## src/rtl/m_ext_pkg.sv

```systemverilog
// Shared definitions for the iterative M-extension divider.
// Holds the operation encoding, the controller state encoding and
// small decode helpers used by the divider top.
package m_ext_pkg;

  typedef enum logic [1:0] {
    OP_DIV  = 2'd0,
    OP_DIVU = 2'd1,
    OP_REM  = 2'd2,
    OP_REMU = 2'd3
  } m_div_op_t;

  typedef enum logic [1:0] {
    ST_IDLE = 2'd0,
    ST_CALC = 2'd1,
    ST_FIX  = 2'd2,
    ST_DONE = 2'd3
  } m_div_state_t;

  function automatic logic op_is_signed(input m_div_op_t op);
    return (op == OP_DIV) || (op == OP_REM);
  endfunction

  function automatic logic op_is_rem(input m_div_op_t op);
    return (op == OP_REM) || (op == OP_REMU);
  endfunction

endpackage

```

## src/rtl/div_step.sv

```systemverilog
// One radix-2 restoring division iteration on unsigned magnitudes.
// The quotient register doubles as the dividend shift register: its MSB
// feeds the partial remainder while the new quotient bit enters at the LSB.
module div_step #(
  parameter int XLEN = 32
) (
  input  logic [XLEN-1:0] rem_i,
  input  logic [XLEN-1:0] quo_i,
  input  logic [XLEN-1:0] div_i,
  output logic [XLEN-1:0] rem_o,
  output logic [XLEN-1:0] quo_o
);

  logic [XLEN:0] shifted;
  logic [XLEN:0] trial;
  logic          fits;

  // Trial subtract on the widened partial remainder, keep it if non-negative.
  // The kept remainder is always below the divisor, so its top bit is zero.
  always_comb begin
    shifted = {rem_i, quo_i[XLEN-1]};
    trial   = shifted - {1'b0, div_i};
    fits    = ~trial[XLEN];
    rem_o   = fits ? trial[XLEN-1:0] : shifted[XLEN-1:0];
    quo_o   = {quo_i[XLEN-2:0], fits};
  end

endmodule

```

## src/rtl/m_divider.sv

```systemverilog
// Iterative signed/unsigned divider (DIV, DIVU, REM, REMU).
// Optional macro M_DIV_EARLY_OUT_EN: divide-by-zero and signed overflow
// skip the iteration and complete in the cycle after acceptance.
//
// state   | meaning
// IDLE    | ready_o high, waiting for start_i
// CALC    | one restoring step per cycle, counter XLEN-1 down to 0
// FIX     | apply signs / divide-by-zero rule, register result_o
// DONE    | done_o high for this single cycle
module m_divider
  import m_ext_pkg::*;
#(
  parameter int XLEN = 32
) (
  input  logic            clk,
  input  logic            rst_n,
  input  logic            start_i,
  input  logic [1:0]      op_i,
  input  logic [XLEN-1:0] a_i,
  input  logic [XLEN-1:0] b_i,
  input  logic            kill_i,
  output logic            ready_o,
  output logic            done_o,
  output logic [XLEN-1:0] result_o
);

  localparam int CW = (XLEN > 1) ? $clog2(XLEN) : 1;

  m_div_state_t    state, state_nxt;
  logic [CW-1:0]   cnt;
  m_div_op_t       op_q;
  logic            sign_a, sign_b;
  logic [XLEN-1:0] quo, rem, div;
  logic [XLEN-1:0] step_quo, step_rem;

  m_div_op_t       op_in;
  logic            accept;
  logic            a_neg, b_neg;
  logic [XLEN-1:0] a_mag, b_mag;
  logic [XLEN-1:0] q_fix, r_fix, fix_result;
  logic            early_hit;

  div_step #(.XLEN(XLEN)) u_step (
    .rem_i (rem),
    .quo_i (quo),
    .div_i (div),
    .rem_o (step_rem),
    .quo_o (step_quo)
  );

  assign ready_o = (state == ST_IDLE);
  assign accept  = (state == ST_IDLE) && start_i && !kill_i;

  // Operand decode: magnitudes are only taken for the signed operations.
  always_comb begin
    op_in = m_div_op_t'(op_i);
    a_neg = op_is_signed(op_in) && a_i[XLEN-1];
    b_neg = op_is_signed(op_in) && b_i[XLEN-1];
    a_mag = a_neg ? -a_i : a_i;
    b_mag = b_neg ? -b_i : b_i;
  end

`ifdef M_DIV_EARLY_OUT_EN
  localparam logic [XLEN-1:0] MOST_NEG = {1'b1, {(XLEN-1){1'b0}}};
  logic            is_zero, is_ovf;
  logic [XLEN-1:0] early_result;

  // Special operands resolved directly from the raw inputs.
  always_comb begin
    is_zero      = (b_i == '0);
    is_ovf       = op_is_signed(op_in) && (a_i == MOST_NEG) && (b_i == '1);
    early_hit    = is_zero || is_ovf;
    early_result = '0;
    if (is_zero)     early_result = op_is_rem(op_in) ? a_i : '1;
    else if (is_ovf) early_result = op_is_rem(op_in) ? '0 : a_i;
  end
`else
  assign early_hit = 1'b0;
`endif

  // Sign correction; a zero divisor keeps the all-ones quotient unsigned-style
  // while the remainder naturally returns the original dividend.
  always_comb begin
    q_fix      = (div == '0) ? '1 : ((sign_a ^ sign_b) ? -quo : quo);
    r_fix      = sign_a ? -rem : rem;
    fix_result = op_is_rem(op_q) ? r_fix : q_fix;
  end

  // Next-state selection; kill_i always wins and returns to IDLE.
  always_comb begin
    state_nxt = state;
    if (kill_i) begin
      state_nxt = ST_IDLE;
    end else begin
      case (state)
        ST_IDLE: if (start_i) state_nxt = early_hit ? ST_DONE : ST_CALC;
        ST_CALC: if (cnt == '0) state_nxt = ST_FIX;
        ST_FIX:  state_nxt = ST_DONE;
        ST_DONE: state_nxt = ST_IDLE;
        default: state_nxt = ST_IDLE;
      endcase
    end
  end

  // State register and done pulse.
  always_ff @(posedge clk or negedge rst_n) begin
    if (!rst_n) begin
      state  <= ST_IDLE;
      done_o <= 1'b0;
    end else begin
      state  <= state_nxt;
      done_o <= (state_nxt == ST_DONE);
    end
  end

  // Operand capture, iteration datapath, step counter and result register.
  always_ff @(posedge clk or negedge rst_n) begin
    if (!rst_n) begin
      cnt      <= '0;
      op_q     <= OP_DIV;
      sign_a   <= 1'b0;
      sign_b   <= 1'b0;
      quo      <= '0;
      rem      <= '0;
      div      <= '0;
      result_o <= '0;
    end else if (accept) begin
      op_q   <= op_in;
      sign_a <= a_neg;
      sign_b <= b_neg;
      quo    <= a_mag;
      rem    <= '0;
      div    <= b_mag;
      cnt    <= CW'(XLEN - 1);
`ifdef M_DIV_EARLY_OUT_EN
      if (early_hit) result_o <= early_result;
`endif
    end else if (state == ST_CALC && !kill_i) begin
      quo <= step_quo;
      rem <= step_rem;
      if (cnt != '0) cnt <= cnt - CW'(1);
    end else if (state == ST_FIX && !kill_i) begin
      result_o <= fix_result;
    end
  end

endmodule

```

## config.mk

```make
export PLATFORM = sky130hd
export DESIGN_NAME = m_divider
export DESIGN_NICKNAME = d
export VERILOG_FILES = /design/src/rtl/m_ext_pkg.sv /design/src/rtl/div_step.sv /design/src/rtl/m_divider.sv
export SDC_FILE = /design/constraint.sdc
export NUM_CORES = 1
export LEC_CHECK = 0
export CAP_MARGIN = 15
export CORE_ASPECT_RATIO = 1.5
export CORE_MARGIN = 2
export CORE_UTILIZATION = 55
export CTS_BUF_LIST = sky130_fd_sc_hd__clkbuf_4 sky130_fd_sc_hd__clkbuf_8
export DETAILED_ROUTE_END_ITERATION = 10
export PLACE_DENSITY = 0.73
export SETUP_SLACK_MARGIN = 0.3
export SLEW_MARGIN = 20
export SYNTH_ARGS = -nofsm -noshare
export SYNTH_HDL_FRONTEND = slang
export SYNTH_HIERARCHICAL = 1
export SYNTH_SLANG_ARGS = --single-unit
```

## constraint.sdc

```tcl
create_clock -name clk -period 4.6 [get_ports clk]
set_input_delay 0.92 -clock clk [delete_from_list [all_inputs] [get_ports clk]]
set_output_delay 0.92 -clock clk [all_outputs]
set_load 0.02 [all_outputs]
```

==> results of run 1 <==
power by group through the flow:
stage	registers (mW)	clock network (mW)	logic [mW]
4_1_cts	1.89	1.05	3.62
5_1_grt	1.94	1.10	4.04
2_1_floorplan	1.74	0	2.94
6_report	1.90	1.04	3.68
3_5_place_dp	1.91	0	3.60
3_3_place_gp	1.89	0	3.57
layer usage:
layer	share of wire (%)	routed length (µm)	vias up	track usage, %
li1	-	-	5155	-
met1	43	13900	5074	41.9
met2	49	15800	327	48.9
met3	4.8	1560	60	3.68
met4	4.1	1320	0	13.4
met5	0	0	-	0
how the worst min path moves through the flow:
stage | depth (start not counted) | slack [ns] | startpoint | endpoint
floorplan | 2 | 0.44 | cnt[4] | cnt[4]
global placement | 2 | 0.45 | result_o[7] | result_o[7]
detailed placement | 2 | 0.46 | result_o[7] | result_o[7]
CTS | 2 | 0.48 | result_o[7] | result_o[7]
global route | 2 | 0.52 | result_o[2] | result_o[2]
finish | 2 | 0.47 | result_o[7] | result_o[7]
registers in the layout, summed over array words and instances (netlist names):
| signal | count |
|---|---|
| cnt | 5 |
| done_o | 1 |
| rem | 32 |
| div | 32 |
| sign_a | 1 |
| state | 2 |
| sign_b | 1 |
| op_q | 1 |
| quo | 32 |
| result_o | 32 |
cell type report:
type / instances / area share (%)
clock inverters: 13 / 1.11
flip-flops and latches: 139 / 27.3
clock buffers: 19 / 2.06
well taps: 264 / 2.60
repair buffers: 124 / 9.45
inverters: 58 / 1.71
multi-input cells: 1108 / 55.7
worst max-delay path: stages (launching register included):
cell       delay (ns)
dfrtp_1          0.42
inv_1            0.06
ha_1             0.22
fa_1             0.41
and2b_1          0.24
o2111ai_1        0.16
a21oi_2          0.25
o2111ai_1        0.20
a211oi_2         0.27
nor2_2           0.10
mux2i_1          0.15
and2_4           0.22
inv_2            0.53
mux2_1           0.38
nand2_1          0.06
a21oi_1          0.06
through the flow:
step           util [%]  hold slack [ns]  instance area, µm²  total power [mW]  cells
4_1_cts            62.6            0.475               12700              6.56   1725
6_report           62.6            0.472               12700              6.62   1725
2_1_floorplan         -            0.438               11300              4.69   1419
3_3_place_gp       60.6            0.455               12300              5.46   1693
3_5_place_dp       60.6            0.456               12300              5.51   1693
5_1_grt            62.6            0.516               12700              7.08   1725
cells by family (layout without fill, tap and decap cells):
logic type / Yosys count / after routing / synth area share, %
simple gates: 528 / 528 / 23.0
mux: 39 / 39 / 4.31
xor+xnor: 127 / 127 / 9.87
flops: 139 / 139 / 30.7
fa+ha+maj: 38 / 38 / 4.26
compound gates: 376 / 376 / 20.9
buf+inv: 172 / 214 / 6.97
cells in the mapped netlist, types with 17 or more instances:
master / number
a21o_1: 18
a21oi_1: 98
a31oi_1: 29
and3_1: 19
buf_4: 32
clkbuf_1: 72
dfrtp_1: 139
ha_1: 37
inv_1: 55
mux2_4: 19
mux2i_1: 17
nand2_1: 204
nand3_1: 45
nand4_1: 17
nor2_1: 72
nor3_1: 38
nor4_1: 34
o21ai_0: 65
o21ai_1: 35
o31ai_1: 27
or3_1: 19
or4_1: 17
xnor2_1: 61
xor2_1: 65
==> reports/metrics.cfg, run 1 <==
[global_routing]
grt_pass1_vias = 9903
grt-ovfl-total = 0
grt_use_total_pct = 30.7
grt_max_degree = 110
antenna_found_initial = 0
grt_pass1_wl_um = 53200

[synthesis]
synth_seq_area_share_pct = 30.7
yosysWarningCount = 6
synth_edf_count = 0
synth_fp_nets = 1527
synthArstFlopShare_pct = 100
netlist_area_um2 = 11300
yosys.area.top_type = dfrtp_1
synth_area_per_cell_um2 = 8.00
synth.top_cell.area_share_pct = 30.7
ys_types = 81
synthTopCellsByArea = dfrtp_1 31%, nand2_1 6.7%, xor2_1 5.0%, xnor2_1 4.7%, a21oi_1 4.3%
syn-instance-count = 1419
synth-seq-cells = 139
yosys_most_used_dff = dfrtp_1

[setup_path]
crit_type = register to register
reg2reg_slack_ns = 0.72
regToRegStartpoint = quo[31]
worstReg2RegEnd = rem[3]
cp_data_arrival_time_ns = 4.21
startpoint_type = register
worstPathRequired_ns = 4.93
reg2regPathDepth = 15
endpoint_kind = register
worstSetupStartpoint = quo[31]
endpoint = rem[3]
path_max_fanout = 22

[placement]
gp_congestion = 0.959
place_ws_ns = 0.776
hpwl_um = 24500
io_buffers = 103

[routing]
drtPass1Iterations = 5
drtIter0Drc = 874
vias = 10616
ant_nets = 0
drc = 0
vias_per_cell = 6.15
drt-total-wl_um = 32600
wire_per_inst_um = 18.9

[finish]
syn_to_final_growth_pct = 12.1
fillers = 1893
multi_input_area_um2 = 7090
seq_area_um2 = 3480
layout.cells.most_common = nand2_1
n_antenna_cell = 0
layout_common_cells = 204 x nand2_1, 139 x dfrtp_1, 102 x clkdlybuf4s50_1, 98 x a21oi_1, 72 x nor2_1
drive_gt1_share_pct = 6.57
final_nets = 1556

[floorplanning]
coreArea_um2 = 20300
start_util_pct = 55.8
ios = 104
dieArea_um2 = 21800
die_h_um = 180
fp.dieW_um = 121
rows = 64

[sta]
clock.fmax_mhz = 258
drv_slew = 0
max_slew_margin_pct = 36.6
finalCriticalPeriod_ns = 3.88
clock_skew_ns = 0.0168
setup_slack_ns = 0.719
worstMarginPinSlew_ns = 0.943
setup_viol_count_final = 0
timing.final.crit_share_pct = 84.4
setup_tns_ns = 0
hold_viol = 0
rsz0062_at_grt = no

[cts]
clockRootBuffer = clkbuf_8
numCtsBuffers = 17
cts_resized = 0
postCtsSetupBuffers = 0
cts_sinks = 139
htreeDepth = 4
cts_tree = built
clk_pin_slew_worst_paths_ns = 0.08
clockBufferDepth = 2
clock_latency_ns = 0.48
cts_hold_buffers = 0

[worst_hold_path]
hp-class = register to register

[power_and_ir_drop]
power_density_nw_per_um2 = 520
p_leak_nw = 5.35
power.switching_mw = 3.05
power.internal_mw = 3.57
netSwitchingFraction_pct = 46.1
p_seq_share_pct = 28.7
power_frac_comb_pct = 55.6
p_clk_share_pct = 15.7
peakVddDrop_uv = 337

[flow_run]
max_cap_viol_count = 0

[outcome]
status = finished, final reports clean

Note: power is estimated with default switching activity, not from simulation.
==> run 2, diff against run 1 <==
--- a/config.mk
+++ b/config.mk
@@ -11,7 +11,7 @@
 export CORE_UTILIZATION = 55
 export CTS_BUF_LIST = sky130_fd_sc_hd__clkbuf_4 sky130_fd_sc_hd__clkbuf_8
 export DETAILED_ROUTE_END_ITERATION = 10
-export PLACE_DENSITY = 0.73
+export PLACE_DENSITY = 0.76
 export SETUP_SLACK_MARGIN = 0.3
 export SLEW_MARGIN = 20
 export SYNTH_ARGS = -nofsm -noshare
==> constraint.sdc (replaced) <==
create_clock -name clk -period 3.1 [get_ports clk]
set_input_delay 0.62 -clock clk [delete_from_list [all_inputs] [get_ports clk]]
set_output_delay 0.62 -clock clk [all_outputs]
set_load 0.02 [all_outputs]
==> reports/metrics.cfg, run 2 (same netlist as run 1, synthesis figures left out) <==
[setup_path]
critPathMaxStageDelay_ns = 0.35  ; -0.18 ns
cp_data_arrival_time_ns = 3.59  ; -0.62 ns
cp_cell_sequence = inv_1 > ha_2 > fa_2 > and2b_1 > o2111ai_2 > a21oi_2 > o2111ai_2 > a211oi_2 > nor2_2 > mux2i_1 > and2_4 > buf_4 > buf_12 > o31ai_4 > nand2_1 > a21oi_1
crit_type = register to register
worst-path-buf-inv = 3  ; +1
crit_slowest_cell = dfrtp_1
path_max_fanout = 11  ; -50%
endpoint_kind = register
crit_top_cell = o2111ai_2
path_delay_family = compound AO/OA/AOI/OAI gates
worstPathRequired_ns = 3.50  ; -1.43 ns
startpoint_type = register

[cts]
cts_hold_buffers = 0  ; unchanged
clockRootBuffer = clkbuf_8
htreeDepth = 4  ; unchanged
clockBufferDepth = 2  ; unchanged
numCtsBuffers = 17  ; unchanged
cts_sinks = 139  ; unchanged
clk_pin_slew_worst_paths_ns = 0.08  ; about the same
cts_tree = built
clock_latency_ns = 0.48  ; about the same

[finish]
syn_to_final_growth_pct = 20.9
n_antenna_cell = 0  ; unchanged
fillers = 1770  ; -6.5%
final_cells = 1813  ; +5.1%
final_core_util_pct = 67.5  ; +4.9 points
final_nets = 1644  ; +5.7%
drive_gt1_share_pct = 13.5  ; +6.9 points
layout.cells.most_common = nand2_1
layout_common_cells = 204 x nand2_1, 139 x dfrtp_1, 102 x clkdlybuf4s50_1, 100 x buf_4, 93 x a21oi_1

[power_and_ir_drop]
power_density_nw_per_um2 = 802  ; +54%
peakVddDrop_uv = 479  ; +42%
p_leak_nw = 5.88  ; +9.8%

[sta]
worstMarginPinSlew_ns = 0.849  ; -0.0936 ns
clock.fmax_mhz = 314  ; +22%
max_slew_margin_pct = 43.4  ; +6.8 points
setup_slack_ns = -0.0881  ; -0.807 ns
drv_slew = 0  ; unchanged
setup_viol_count_final = 18  ; +18
hold_viol = 0  ; unchanged
rsz0062_at_grt = yes
finalCriticalPeriod_ns = 3.19  ; -0.693 ns
clock_skew_ns = 0.0119  ; -0.00491 ns
timing.final.crit_share_pct = 103  ; +18 points
whs_ns = 0.170  ; -0.303 ns

[routing]
wl_met3_um = 2040  ; +31%
met2_length_um = 16500  ; +4.4%
drc = 0  ; unchanged
vias_per_cell = 6.20  ; +0.76%
wl_met1_um = 13900  ; about the same
wire_per_inst_um = 19.0  ; +0.38%
vias = 11242  ; +5.9%
ant_nets = 0  ; unchanged
drtIter0Drc = 869  ; -0.57%
drt-total-wl_um = 34400  ; +5.5%
top_layer = met4
drtPass1Iterations = 5  ; unchanged

[global_routing]
grt-ovfl-total = 0  ; unchanged
grt_pass1_wl_um = 55800  ; +4.9%
antenna_found_initial = 0  ; unchanged
grt_use_total_pct = 32.2  ; +1.4 points
grt_max_degree = 110  ; unchanged
grt_pass1_vias = 10775  ; +8.8%

[floorplanning]
rows = 64  ; unchanged
coreArea_um2 = 20300  ; unchanged
die_h_um = 180  ; unchanged
start_util_pct = 55.8  ; unchanged
dieArea_um2 = 21800  ; unchanged
fp.dieW_um = 121  ; unchanged
ios = 104  ; unchanged

[placement]
post-place-cells = 1768  ; +4.4%
hpwl_um = 25900  ; +5.8%
gp_congestion = 0.959  ; about the same
io_buffers = 103  ; unchanged

[outcome]
status = finished, violations left
violations = negative setup slack

[worst_hold_path]
hp-class = primary input to asynchronous set/reset pin

[flow_run]
max_cap_viol_count = 0  ; unchanged

## run 2: changes by cell type in the layout (fill, tap and decap cells not counted), moves of 5 or more
| cell | before | now |
|---|---|---|
| ha_4 | 0 | 6 |
| ha_1 | 37 | 30 |
| buf_4 | 20 | 100 |
| nand3_1 | 45 | 40 |
| a21oi_1 | 98 | 93 |
| a21oi_2 | 1 | 6 |
## run 2: metrics by stage
stage / worst slack, ns / setup TNS (ns) / area [µm²] / total power [mW]
floorplan: 0.0883 / 0 / 11400 / 7.06
detailed placement: -0.0898 / -1.27 / 13000 / 8.70
global route: -0.272 / -5.60 / 13700 / 11.7
global placement: 0.00599 / 0 / 13000 / 8.61
CTS: 0.0489 / 0 / 13600 / 10.7
finish: -0.0881 / -0.380 / 13700 / 11.0
## run 2: power by group
group	switching, mW	internal [mW]
Sequential	0.467	2.15
Clock	0.752	1.05
Combinational	3.61	2.97
## run 2: what timing repair did
action	4_1_cts	5_1_grt
setup endpoints to repair	33	35
pin swaps	5	8
gates resized for setup	13	15
buffers inserted	7	6
## run 2: routing by layer
| layer | track usage [%] | vias up |
|---|---|---|
| met5 | 0 | - |
| met4 | 17.6 | 0 |
| met3 | 6.03 | 111 |
| met2 | 51.8 | 403 |
| met1 | 40.3 | 5402 |
| li1 | - | 5326 |
## run 2: path summary, 6_finish.rpt
kind / startpoint / end / slack, ns / depth (start not counted)
max: quo[31] / rem[31] / -0.09 / 16
min: rst_n / div[25] / 0.17 / 1
max reg2reg: quo[31] / rem[31] / -0.09 / 16
min reg2reg: result_o[6] / result_o[6] / 0.48 / 2
max in group asynchronous: rst_n / result_o[6] / 2.16 / 2
min in group clk: result_o[6] / result_o[6] / 0.48 / 2
## run 2: final cells by class
| cell class | count | area [µm²] | share of cell area [%] |
|---|---|---|---|
| Tap cell | 264 | 330 | 2.41 |
| Timing Repair Buffer | 212 | 1930 | 14.1 |
| Sequential cell | 139 | 3480 | 25.4 |
| Clock buffer | 22 | 297 | 2.16 |
| Multi-Input combinational cell | 1108 | 7270 | 53.0 |
| Clock inverter | 10 | 186 | 1.36 |
| Inverter | 58 | 230 | 1.68 |
## run 2: worst reg2reg max path: stages (launching register included)
cell and delay [ns]:
dfrtp_1 0.35, inv_1 0.05, ha_2 0.19, fa_2 0.34, and2b_1 0.23, o2111ai_2 0.15, a21oi_2 0.23, o2111ai_2 0.16
a211oi_2 0.27, nor2_2 0.08, mux2i_1 0.15, and2_4 0.19, buf_4 0.15, buf_12 0.14, o31ai_4 0.23, nand2_1 0.08
a21oi_1 0.16
